[config.mk]
export PLATFORM = sky130hd
export DESIGN_NAME = mul_seq
export DESIGN_NICKNAME = d
export VERILOG_FILES = /design/src/rtl/mul_pkg.sv /design/src/rtl/mul_step.sv /design/src/rtl/mul_seq.sv
export SDC_FILE = /design/constraint.sdc
export NUM_CORES = 1
export LEC_CHECK = 0
export ABC_CLOCK_PERIOD_IN_PS = 10640
export CORE_MARGIN = 3
export CORE_UTILIZATION = 30
export CTS_CLUSTER_DIAMETER = 200
export DETAILED_ROUTE_END_ITERATION = 6
export GPL_ROUTABILITY_DRIVEN = 0
export PLACE_DENSITY = 0.5
export RECOVER_POWER = 25
export SLEW_MARGIN = 20
export SYNTH_ARGS = -nofsm -noshare
export SYNTH_HDL_FRONTEND = slang
export SYNTH_SLANG_ARGS = --single-unit
[constraint.sdc]
create_clock -name clk -period 10.64 [get_ports clk]
set_clock_uncertainty 0.05 [all_clocks]
set_input_delay 2.128 -clock clk [delete_from_list [all_inputs] [get_ports clk]]
set_output_delay 2.128 -clock clk [all_outputs]
set_load 0.05 [all_outputs]
[src/rtl/mul_pkg.sv]
// Shared arithmetic-unit package: multiplier FSM encoding, default widths,
// and the divider-side constants used elsewhere in the codebase.
package mul_pkg;

   localparam int MUL_A_W = 16;
   localparam int MUL_B_W = 8;

   localparam int DIV_N_W = 16;
   localparam int DIV_D_W = 8;
   localparam int DIV_Q_W = DIV_N_W;

   typedef enum logic [2:0] {
      IDLE = 3'd0,
      CALC = 3'd1,
      DONE = 3'd2
   } mul_state_t;

   // Bit-counter width; never zero so a 1-bit multiplier still gets a counter
   function automatic int cnt_width(input int n);
      return (n > 1) ? $clog2(n) : 1;
   endfunction

endpackage

[src/rtl/mul_step.sv]
// One shift-add step of the MSB-first multiplier: acc_next = 2*acc + (bit ? factor : 0).
module mul_step #(
   parameter int A_W = 16,
   parameter int P_W = 24
) (
   input  logic [P_W-1:0] acc,
   input  logic [A_W-1:0] factor,
   input  logic           bit_sel,
   output logic [P_W-1:0] acc_next
);

   logic [P_W-1:0] addend_s;

   // Select the partial product and fold it into the shifted accumulator
   always_comb begin
      addend_s = {P_W{1'b0}};
      if (bit_sel) begin
         addend_s = P_W'(factor);
      end else begin
         addend_s = {P_W{1'b0}};
      end
      acc_next = (acc << 1) + addend_s;
   end

endmodule

[src/rtl/mul_seq.sv]
// Sequential shift-add multiplier: fixed B_W+1 cycle latency from accept
// to a one-cycle done pulse with a held, registered product.
module mul_seq
   import mul_pkg::*;
#(
   parameter int A_W = MUL_A_W,
   parameter int B_W = MUL_B_W
) (
   input  logic             clk,
   input  logic             reset,
   input  logic [A_W-1:0]   factor,
   input  logic [B_W-1:0]   scale,
   input  logic             start,
   output logic [A_W+B_W-1:0] product,
   output logic             done,
   output logic             busy
);

   localparam int P_W   = A_W + B_W;
   localparam int CNT_W = cnt_width(B_W);
   localparam logic [CNT_W-1:0] CNT_LOAD = CNT_W'(B_W - 1);

   mul_state_t       state_r, state_nx_s;
   logic [CNT_W-1:0] cnt_r, cnt_nx_s;
   logic [P_W-1:0]   acc_r, acc_nx_s, step_s;
   logic [A_W-1:0]   factor_r, factor_nx_s;
   logic [B_W-1:0]   scale_r, scale_nx_s;
   logic [P_W-1:0]   product_r, product_nx_s;
   logic             done_r, done_nx_s;

   mul_step #(
      .A_W (A_W),
      .P_W (P_W)
   ) u_step (
      .acc      (acc_r),
      .factor   (factor_r),
      .bit_sel  (scale_r[cnt_r]),
      .acc_next (step_s)
   );

   // State register plus datapath registers, synchronous active-low reset
   always_ff @(posedge clk) begin
      if (!reset) begin
         state_r   <= IDLE;
         cnt_r     <= CNT_LOAD;
         acc_r     <= {P_W{1'b0}};
         factor_r  <= {A_W{1'b0}};
         scale_r   <= {B_W{1'b0}};
         product_r <= {P_W{1'b0}};
         done_r    <= 1'b0;
      end else begin
         state_r   <= state_nx_s;
         cnt_r     <= cnt_nx_s;
         acc_r     <= acc_nx_s;
         factor_r  <= factor_nx_s;
         scale_r   <= scale_nx_s;
         product_r <= product_nx_s;
         done_r    <= done_nx_s;
      end
   end

   // Next-state and next-datapath logic; everything holds unless the state says otherwise
   always_comb begin
      state_nx_s   = state_r;
      cnt_nx_s     = cnt_r;
      acc_nx_s     = acc_r;
      factor_nx_s  = factor_r;
      scale_nx_s   = scale_r;
      product_nx_s = product_r;
      done_nx_s    = 1'b0;
      case (state_r)
         IDLE: begin
            if (start) begin
               factor_nx_s = factor;
               scale_nx_s  = scale;
               acc_nx_s    = {P_W{1'b0}};
               cnt_nx_s    = CNT_LOAD;
               state_nx_s  = CALC;
            end else begin
               state_nx_s  = IDLE;
            end
         end
         CALC: begin
            acc_nx_s = step_s;
            if (cnt_r == {CNT_W{1'b0}}) begin
               state_nx_s = DONE;
            end else begin
               cnt_nx_s   = cnt_r - {{(CNT_W-1){1'b0}}, 1'b1};
            end
         end
         DONE: begin
            product_nx_s = acc_r;
            done_nx_s    = 1'b1;
            state_nx_s   = IDLE;
         end
         default: begin
            state_nx_s = IDLE;
         end
      endcase
   end

   assign product = product_r;
   assign done    = done_r;
   assign busy    = (state_r != IDLE);

endmodule

==> reports/summary.txt <==
setup TNS = 0 ns
worst skew pair latency = 0.34 ns
nets = 571
register bit total from synthesis = 78
largest net degree at the start of global routing = 72
area growth from synthesis to layout = 23.2%
Req. time, crit path = 10.85 ns
failing checks = max-capacitance violations, max-slew violations
# DRC = 0
clock tree sinks = 78
hold_sp = factor_r[12]$_SDFFE_PN0P_
postcts setup bufs = 0
Reg clk slew, reported paths = 0.06 ns
Max FO, Critical Path = 71
layout filler cell count = 1296
fin crit share = 53.3%
r2r startpoint = cnt_r[0]$_SDFFE_PN1P_
Pre-antenna DRT Iters = 4
CTS H-tree depth = 3
endpoints failing hold = 0
Peak VDD IR = 0.0708 mV
status = finished, violations left
post-synthesis sequential area ratio = 38.8%
max_cap viols = 1
dominant cell type by area after synthesis = dfxtp_1
Resize count post-CTS = 0
First DRT Iteration DRCs = 232
WL final = 9630 um
CP Data Arrival Time = 5.88 ns
Yosys warning total = 0
EDFF count, synth = 0
syn_nets = 536
Main synth FF type = dfxtp_1
critical-path cell list = buf_2, clkbuf_1, nand2_1, or4_1, o211ai_2
post-synth top area share = 38.8%
kind of cell adding the most delay to the critical path = buffers and inverters
Critical Path Start = reset
Power Dens Cells = 133 nW/um2
vias = 3427
drt wl/cell = 13.7 um
synth top area cells = dfxtp_1 (39%), nand2_1 (11%), a21boi_0 (9.7%)
actual slew at the worst max-slew pin = 2.56 ns
final worst slack = 4.97 ns
crit-path max cell delay = 1.81 ns
die height = 122 um
Crit Path Category = primary input to flip-flop
Mapped Cells = 491
HP Class = flip-flop to flip-flop
nature of the critical path startpoint = primary input
Final Setup Violations = 0
row count = 41
Die W = 122 um
vias in the first global route = 3260
diode count = 0
initial core utilization = 31.2%
WP buf/inv = 2
antenna-violating nets left = 0
unrepaired setup endpoints after global routing = no
CTS Buf Count = 9
Syn Area/Cell = 8.19 um2
Root Buffer = clkbuf_16
fin crit period = 5.67 ns
Hold Buf Count CTS = 0
Synth Cell Area = 4020 um2
Die Area = 14800 um2
global-route wire length before repair = 16100 um
number of I/O port buffers = 52
total grt overflow = 0
I/O pin total = 53
commonest non-fill, non-tap cell in the layout = nand2_1
Detail Placement HPWL = 6750 um
CTS max path bufs = 2
CP endpoint kind = flip-flop
Global Route Usage Sum = 13.7%
Max Freq = 176 MHz
layout cells sized above 1 = 5.65%
Cell variety after synth = 49
CTS tree = built
commonest non-fill, non-tap cells in the layout = nand2_1 (122), dfxtp_1 (78), a21boi_0 (52), clkdlybuf4s50_1 (51), nand3_1 (25)
initial antenna violation count = 0
core area = 12900 um2
Worst slew margin = -71.0%
Post-synth ARST share = 0%
worst slack, placed = 6.51 ns
CP max-delay cell = clkbuf_1
Static Leak = 1.82 nW
fin. max-slew vios = 72
mean number of vias per cell = 4.87
==> synthesized netlist by cell type, drive strengths merged (4+ instances only) <==
| library cell | n |
|---|---|
| o21ai | 21 |
| nand2 | 122 |
| nor2b | 18 |
| nand3 | 25 |
| a21oi | 13 |
| xnor2 | 5 |
| a22oi | 4 |
| a21o | 8 |
| o2111ai | 5 |
| a21boi | 52 |
| dfxtp | 78 |
| nor2 | 5 |
| xor2 | 8 |
| buf | 6 |
| and2 | 9 |
| ha | 17 |
| nand2b | 5 |
| clkbuf | 27 |
| and3 | 6 |
| inv | 7 |
| nand4 | 7 |
==> worst paths after layout <==
kind,end,slack [ns],cells past startpoint
worst max-delay path,acc_r[21]$_SDFFE_PN0P_,4.97,5
worst min-delay path,factor_r[12]$_SDFFE_PN0P_,0.41,2
worst max register to register,acc_r[15]$_SDFFE_PN0P_,7.12,12
worst min register to register,factor_r[12]$_SDFFE_PN0P_,0.41,2
==> flip-flops by register name, indices dropped and copies added, names as in the netlist <==
name      count
product      24
acc_r        24
done          1
scale_r       8
cnt_r         3
factor_r     16
state_r       2
==> worst reg2reg max path, stage by stage, from the launching register on <==
cell and delay, ns:
dfxtp_1 0.40, mux4_2 0.51, mux2i_1 0.14, buf_4 0.24, nor2b_1 0.08, ha_1 0.22
fa_1 0.41, a21o_1 0.23, a221oi_2 0.41, nor3b_2 0.15, o21ai_1 0.22, nand3_1 0.10
a32o_1 0.25
==> final cells by class <==
cell class / count / area (um2) / share of cell area, %
inverter: 7 / 26.3 / 0.530
clock buffer: 11 / 243 / 4.90
multi-input combinational: 373 / 2310 / 46.5
timing repair buffer: 57 / 549 / 11.1
tap: 172 / 215 / 4.34
clock inverter: 5 / 56.3 / 1.14
sequential: 78 / 1560 / 31.5
==> report_power, final <==
| part | internal [W] | switching [W] |
|---|---|---|
| registers | 0.000299 | 0.00000367 |
| clock network | 0.000188 | 0.000120 |
| logic | 0.0000222 | 0.0000268 |
| total | 0.000509 | 0.000150 |
==> routing by layer <==
layer	track usage, %	part of all wire, %
met1	19.1	50
met2	19.9	42
met3	3.44	6.4
met4	6.16	2.1
met5	0	0
==> per-stage QoR <==
step	total power, W	cells	util [%]	cell area (um2)	hold WS, ns
2_1_floorplan	0.000339	491	-	4020	0.389
3_3_place_gp	0.000357	687	36.2	4660	0.401
3_5_place_dp	0.000358	687	36.2	4660	0.405
4_1_cts	0.000670	703	38.5	4960	0.413
5_1_grt	0.000688	703	38.5	4960	0.441
6_report	0.000659	703	38.5	4960	0.412
==> cell families after synthesis <==
family | count (synthesis) | synth area share (%)
muxes | 3 | 1.37
buffers and inverters | 40 | 3.92
adders and majority gates | 18 | 5.79
AOI/OAI and AO/OA | 127 | 22.6
xor gates and xnor gates | 13 | 2.83
DFF | 78 | 38.8
and+or+nand+nor | 212 | 24.7
Power figures use the tool's default switching activity.
